## config.mk

```make
export PLATFORM = sky130hd
export DESIGN_NAME = button_conditioner
export DESIGN_NICKNAME = d
export VERILOG_FILES = /design/src/rtl/button_conditioner.sv
export SDC_FILE = /design/constraint.sdc
export NUM_CORES = 1
export LEC_CHECK = 0
export CAP_MARGIN = 0
export CORE_AREA = 3 3 84 86
export CTS_BUF_LIST = sky130_fd_sc_hd__clkbuf_8
export DETAILED_ROUTE_END_ITERATION = 10
export DIE_AREA = 0 0 87 89
export PLACE_DENSITY = 0.64
export SYNTH_ARGS = -nofsm -noshare
export SYNTH_HDL_FRONTEND = slang
export SYNTH_SLANG_ARGS = --single-unit
```

## constraint.sdc

```tcl
create_clock -name clk -period 5.45 [get_ports clk]
set_input_delay 0.545 -clock clk [delete_from_list [all_inputs] [get_ports clk]]
set_output_delay 0.545 -clock clk [all_outputs]
set_load 0.005 [all_outputs]
```

## src/rtl/button_conditioner.sv

```systemverilog
// -----------------------------------------------------------------------------
// button_conditioner
//
// Conditions two raw, bouncing, active-high push-buttons into clean signals.
// Each button has a two-flop synchronizer and then its own debounce FSM with a
// counter. A press or release is accepted only after DEBOUNCE_CYCLES
// consecutive stable synchronized samples.
//
// Parameters
//   DEBOUNCE_CYCLES : stable samples needed to accept a change (1 .. 2^CNT_W-1)
//   CNT_W           : debounce counter width in bits
//
// Ports
//   clk        : single clock, all state changes on the rising edge
//   rst_n      : asynchronous active-low reset (deassertion synchronized inside)
//   btn1, btn2 : raw asynchronous button inputs
//   btn1_press : one-cycle pulse per accepted btn1 press
//   btn2_press : one-cycle pulse per accepted btn2 press
//   btn1_level : debounced btn1 state (1 = held)
//   btn2_level : debounced btn2 state (1 = held)
//   conflict   : one-cycle pulse when both presses are accepted on one edge
// -----------------------------------------------------------------------------
module button_conditioner #(
    parameter int unsigned DEBOUNCE_CYCLES = 250000,
    parameter int unsigned CNT_W           = 26
) (
    input  logic clk,
    input  logic rst_n,
    input  logic btn1,
    input  logic btn2,
    output logic btn1_press,
    output logic btn2_press,
    output logic btn1_level,
    output logic btn2_level,
    output logic conflict
);

    typedef enum logic [1:0] {
        IDLE         = 2'd0,
        PRESS_WAIT   = 2'd1,
        HELD         = 2'd2,
        RELEASE_WAIT = 2'd3
    } state_t;

    localparam logic [CNT_W-1:0] CNT_LAST = CNT_W'(DEBOUNCE_CYCLES - 1);

    // Reset is asserted asynchronously but released on a clock edge. Its two
    // flop delay equals the input synchronizer delay, so a button held through
    // reset is seen by the FSM on the same edge it would be after power-up.
    logic [1:0] r_rst_sync;
    logic       w_rst_n_int;

    // NOTE: sequential state is always assigned with non-blocking (<=) so
    // every flop samples the pre-edge values of its neighbours.
    always_ff @(posedge clk or negedge rst_n) begin
        if (!rst_n) begin
            r_rst_sync <= 2'b00;
        end else begin
            r_rst_sync <= {r_rst_sync[0], 1'b1};
        end
    end

    assign w_rst_n_int = r_rst_sync[1];

    logic [1:0] w_raw;
    logic [1:0] w_accept;
    logic [1:0] w_level_nxt;

    assign w_raw = {btn2, btn1};

    for (genvar g = 0; g < 2; g++) begin : g_btn
        logic             r_s1;
        logic             r_s2;
        state_t           r_state;
        state_t           w_state_nxt;
        logic [CNT_W-1:0] r_cnt;
        logic [CNT_W-1:0] w_cnt_nxt;
        logic             w_acc;

        // Two-flop synchronizer; only r_s2 is used by the FSM.
        always_ff @(posedge clk or negedge rst_n) begin
            if (!rst_n) begin
                r_s1 <= 1'b0;
                r_s2 <= 1'b0;
            end else begin
                r_s1 <= w_raw[g];
                r_s2 <= r_s1;
            end
        end

        always_ff @(posedge clk or negedge w_rst_n_int) begin
            if (!w_rst_n_int) begin
                r_state <= IDLE;
                r_cnt   <= '0;
            end else begin
                r_state <= w_state_nxt;
                r_cnt   <= w_cnt_nxt;
            end
        end

        // NOTE: every output of this block gets a default first, so no path
        // leaves a signal unassigned and no latch is inferred.
        always_comb begin
            w_state_nxt = r_state;
            w_cnt_nxt   = '0;
            w_acc       = 1'b0;
            unique case (r_state)
                IDLE: begin
                    if (r_s2) w_state_nxt = PRESS_WAIT;
                end
                PRESS_WAIT: begin
                    if (!r_s2) begin
                        w_state_nxt = IDLE;
                    end else if (r_cnt == CNT_LAST) begin
                        w_state_nxt = HELD;
                        w_acc       = 1'b1;
                    end else begin
                        w_cnt_nxt = r_cnt + 1'b1;
                    end
                end
                HELD: begin
                    if (!r_s2) w_state_nxt = RELEASE_WAIT;
                end
                RELEASE_WAIT: begin
                    if (r_s2) begin
                        w_state_nxt = HELD;
                    end else if (r_cnt == CNT_LAST) begin
                        w_state_nxt = IDLE;
                    end else begin
                        w_cnt_nxt = r_cnt + 1'b1;
                    end
                end
                default: w_state_nxt = IDLE;
            endcase
        end

        assign w_accept[g]    = w_acc;
        // The debounced level stays high until the release is accepted.
        assign w_level_nxt[g] = (w_state_nxt == HELD) || (w_state_nxt == RELEASE_WAIT);
    end

    logic r_btn1_press;
    logic r_btn2_press;
    logic r_btn1_level;
    logic r_btn2_level;
    logic r_conflict;

    // Simultaneous accepts are reported only as a conflict, never as presses.
    always_ff @(posedge clk or negedge w_rst_n_int) begin
        if (!w_rst_n_int) begin
            r_btn1_press <= 1'b0;
            r_btn2_press <= 1'b0;
            r_btn1_level <= 1'b0;
            r_btn2_level <= 1'b0;
            r_conflict   <= 1'b0;
        end else begin
            r_btn1_press <= w_accept[0] & ~w_accept[1];
            r_btn2_press <= w_accept[1] & ~w_accept[0];
            r_btn1_level <= w_level_nxt[0];
            r_btn2_level <= w_level_nxt[1];
            r_conflict   <= &w_accept;
        end
    end

    assign btn1_press = r_btn1_press;
    assign btn2_press = r_btn2_press;
    assign btn1_level = r_btn1_level;
    assign btn2_level = r_btn2_level;
    assign conflict   = r_conflict;

endmodule

```

==> results.yml <==
global_route:
  grt_max_degree: 45
  grt_overflow: 0
  antenna_found_initial: 0
  grt_pass1_wl_um: 10800
  grt_pass1_vias: 2317
  grt_usage_pct: 17.7
die:
  ios: 9
  dieHeight_um: 89
  fp.dieArea_mm2: 0.00774
  die_w_um: 87
  initial_core_util_pct: 50.2
  rows: 29
  core-area_mm2: 0.00635
yosys:
  synthAdderAreaFrac_pct: 0.785
  yosysSeqAreaShare_pct: 51.8
  synth_ff_type: "dfrtp_1"
  synthMuxAreaShare_pct: 1.02
  ys_warn_count: 0
  synth_common_cells: "66 x dfrtp_1, 31 x nor2_1, 24 x a21oi_1, 20 x nand3_1, 17 x nand2_1"
  synth-simple-area-share_pct: 26.4
  avgSynthCellArea_um2: 9.84
  yosysUniqueCellTypes: 39
  netlist.area_leader.share_pct: 51.8
  synth_top_area_cell: "dfrtp_1"
  synth_top_family_by_area: "simple AND/OR/NAND/NOR gates"
  synth_xor_area_share_pct: 6.60
  synth_edf_count: 0
  synth_area_leaders: "dfrtp_1 52%, xor2_1 4.1%, a21oi_1 3.8%"
  syn_area_mm2: 0.00319
  syn-num-nets: 330
  synth-compound-area-share_pct: 10.2
  synth-seq-cells: 66
  postSynthCellCount: 324
  yosys.cell_count.top_type: "dfrtp_1"
  postSynth.asyncResetShare_pct: 100
clock_network:
  numCtsBuffers: 9
  post_cts_buffers: 0
  clk_latency_ns: 0.34
  clk_pin_slew_ns: 0.08
  cts_sinks: 66
  ctsResizeCount: 0
  clock_path_buffers: 2
  cts_root_buf: "clkbuf_8"
  cts_hold_buffers: 0
  cts_tree: "yes"
  h-tree-depth: 3
route:
  via_count: 2449
  route.detailed.drc: 0
  dr.max_layer_used: "met4"
  wirelength_um: 6090
  wl_met3_um: 242
  ant_nets: 0
  routed-wl-met2_um: 2730
  drtIter0Drc: 148
  drt-met1-wl_um: 3010
  vias_per_cell: 5.90
  wire_per_inst_um: 14.7
  dr.pass1.iters: 6
setup_path:
  cp_max_fo: 24
  path_depth: 5
  worstSetupEndpointType: "register"
  worstPathCellList: "ha_1 > nand3_1 > nor3_1 > a21o_1 > nor2_1"
  path_class: "reg2reg"
  critPathTopFamily: "simple AND/OR/NAND/NOR gates"
  slowest_stage: "a21o_1"
  reg2reg_depth: 5
  required_ns: 5.65
  critPathBufInv: 0
  max_stage_delay_ns: 0.68
  cp.arrival_ns: 2.47
  worstSetupStartpointType: "register"
cells_and_area:
  stdcell_count: 415
  fin_nets: 339
  drive_gt1_share_pct: 7.69
  n_antenna_cell: 0
  syn2layout_area_growth_pct: 11.8
place:
  place.detailed.instances: 399
  dpl.hpwl_um: 4070
  gp_congestion: 0.804
  portBuffers: 8
flow_run:
  max_cap_violations: 0
timing:
  fmax_mhz: 440
  finalCritPeriodShare_pct: 41.7
  layout_min_cycle_time_ns: 2.28
  slew_headroom_pct: 51.2
  finalSetupTns_ns: 0
  finalHoldViolations: 0
  setup_viol: 0
  finClkSkew_ns: 0.00858
  drv_slew: 0
  worst_pin_slew_ns: 0.732
  rsz0062_at_grt: "no"
pwr:
  vdd_drop_max_uv: 188
  power_density_mw_per_mm2: 281
  power.leakage_nw: 1.39
status:
  status: "finished, final reports clean"
min_path:
  holdCritPathClass: "reg2async"
where the power goes:
group | switching (mW) | internal (mW)
clock | 0.216 | 0.267
sequential | 0.00522 | 0.494
combinational | 0.0155 | 0.00567
routing by layer:
metal / GRT usage [%] / vias to the layer above
met5: 0 / -
met4: 8.92 / 0
met3: 3.13 / 14
met2: 26.8 / 45
met1: 24.4 / 1183
li1: - / 1207
worst register-to-register path: cells and delay by family, from the launching register on:
kind	cells	cell delay (ns)
AOI/OAI and AO/OA	1	0.68
adders and majority gates	1	0.31
DFF	1	0.40
and+or+nand+nor	3	0.75
logic make-up after synthesis:
family | after synthesis
AO/OA/AOI/OAI | 54
XOR/XNOR | 24
adder cells (fa/ha/maj) | 2
buffers and inverters | 25
flip-flops | 66
multiplexers | 3
other | 1
AND/OR/NAND/NOR | 149
final timing paths:
path	slack, ns	startpoint	endpoint
worst max register to register	3.17	g_btn[1].r_cnt[0]$_DFF_PN0_	g_btn[1].r_cnt[3]$_DFF_PN0_
worst max-delay path	3.17	g_btn[1].r_cnt[0]$_DFF_PN0_	g_btn[1].r_cnt[3]$_DFF_PN0_
max in group asynchronous	4.38	r_rst_sync[1]$_DFF_PN0_	g_btn[1].r_cnt[9]$_DFF_PN0_
min in group clk	0.35	g_btn[1].r_s1$_DFF_PN0_	g_btn[1].r_s2$_DFF_PN0_
worst min register to register	0.18	r_rst_sync[1]$_DFF_PN0_	g_btn[0].r_state[1]$_DFF_PN0_
worst min-delay path	0.18	r_rst_sync[1]$_DFF_PN0_	g_btn[0].r_state[1]$_DFF_PN0_
cell type report:
class	count	area, um2
fill	540	2790
sequential	66	1650
multi-input combinational	233	1440
clock buffer	9	124
clock inverter	7	108
tap	77	96.3
timing repair buffer	10	95.1
inverter	13	48.8
through the flow:
step                total power, mW  hold WS (ns)  area, um2  utilization [%]  setup slack (ns)
floorplan                     0.521         0.249       3190                -              3.54
global placement              0.531         0.188       3330             52.5              3.31
detailed placement            0.531         0.191       3330             52.5              3.23
CTS                            1.01         0.199       3560             56.1              3.15
global route                   1.04         0.216       3560             56.1              3.01
finish                         1.00         0.181       3560             56.1              3.17
flip-flops by register name, summed over array words and instances, names as in the netlist:
| register | cells |
|---|---|
| g_btn.r_cnt | 52 |
| g_btn.r_state | 4 |
| g_btn.r_s1 | 2 |
| g_btn.r_s2 | 2 |
| r_rst_sync | 2 |
| btn1_press | 1 |
| btn2_level | 1 |
| btn2_press | 1 |
| conflict | 1 |
cells in the final DEF (no fill, tap or decap), drive strengths merged, types with 8 or more instances in the layout:
cell type	instances
dfrtp	66
nor2	31
a21oi	24
nand3	21
nand2	17
inv	17
nand4	16
or4	16
xor2	15
o31ai	13
or3	13
o21ai	11
xnor2	9
clkbuf	9
clkdlybuf4s50	8
No activity file was read; power rests on OpenSTA's default activity.
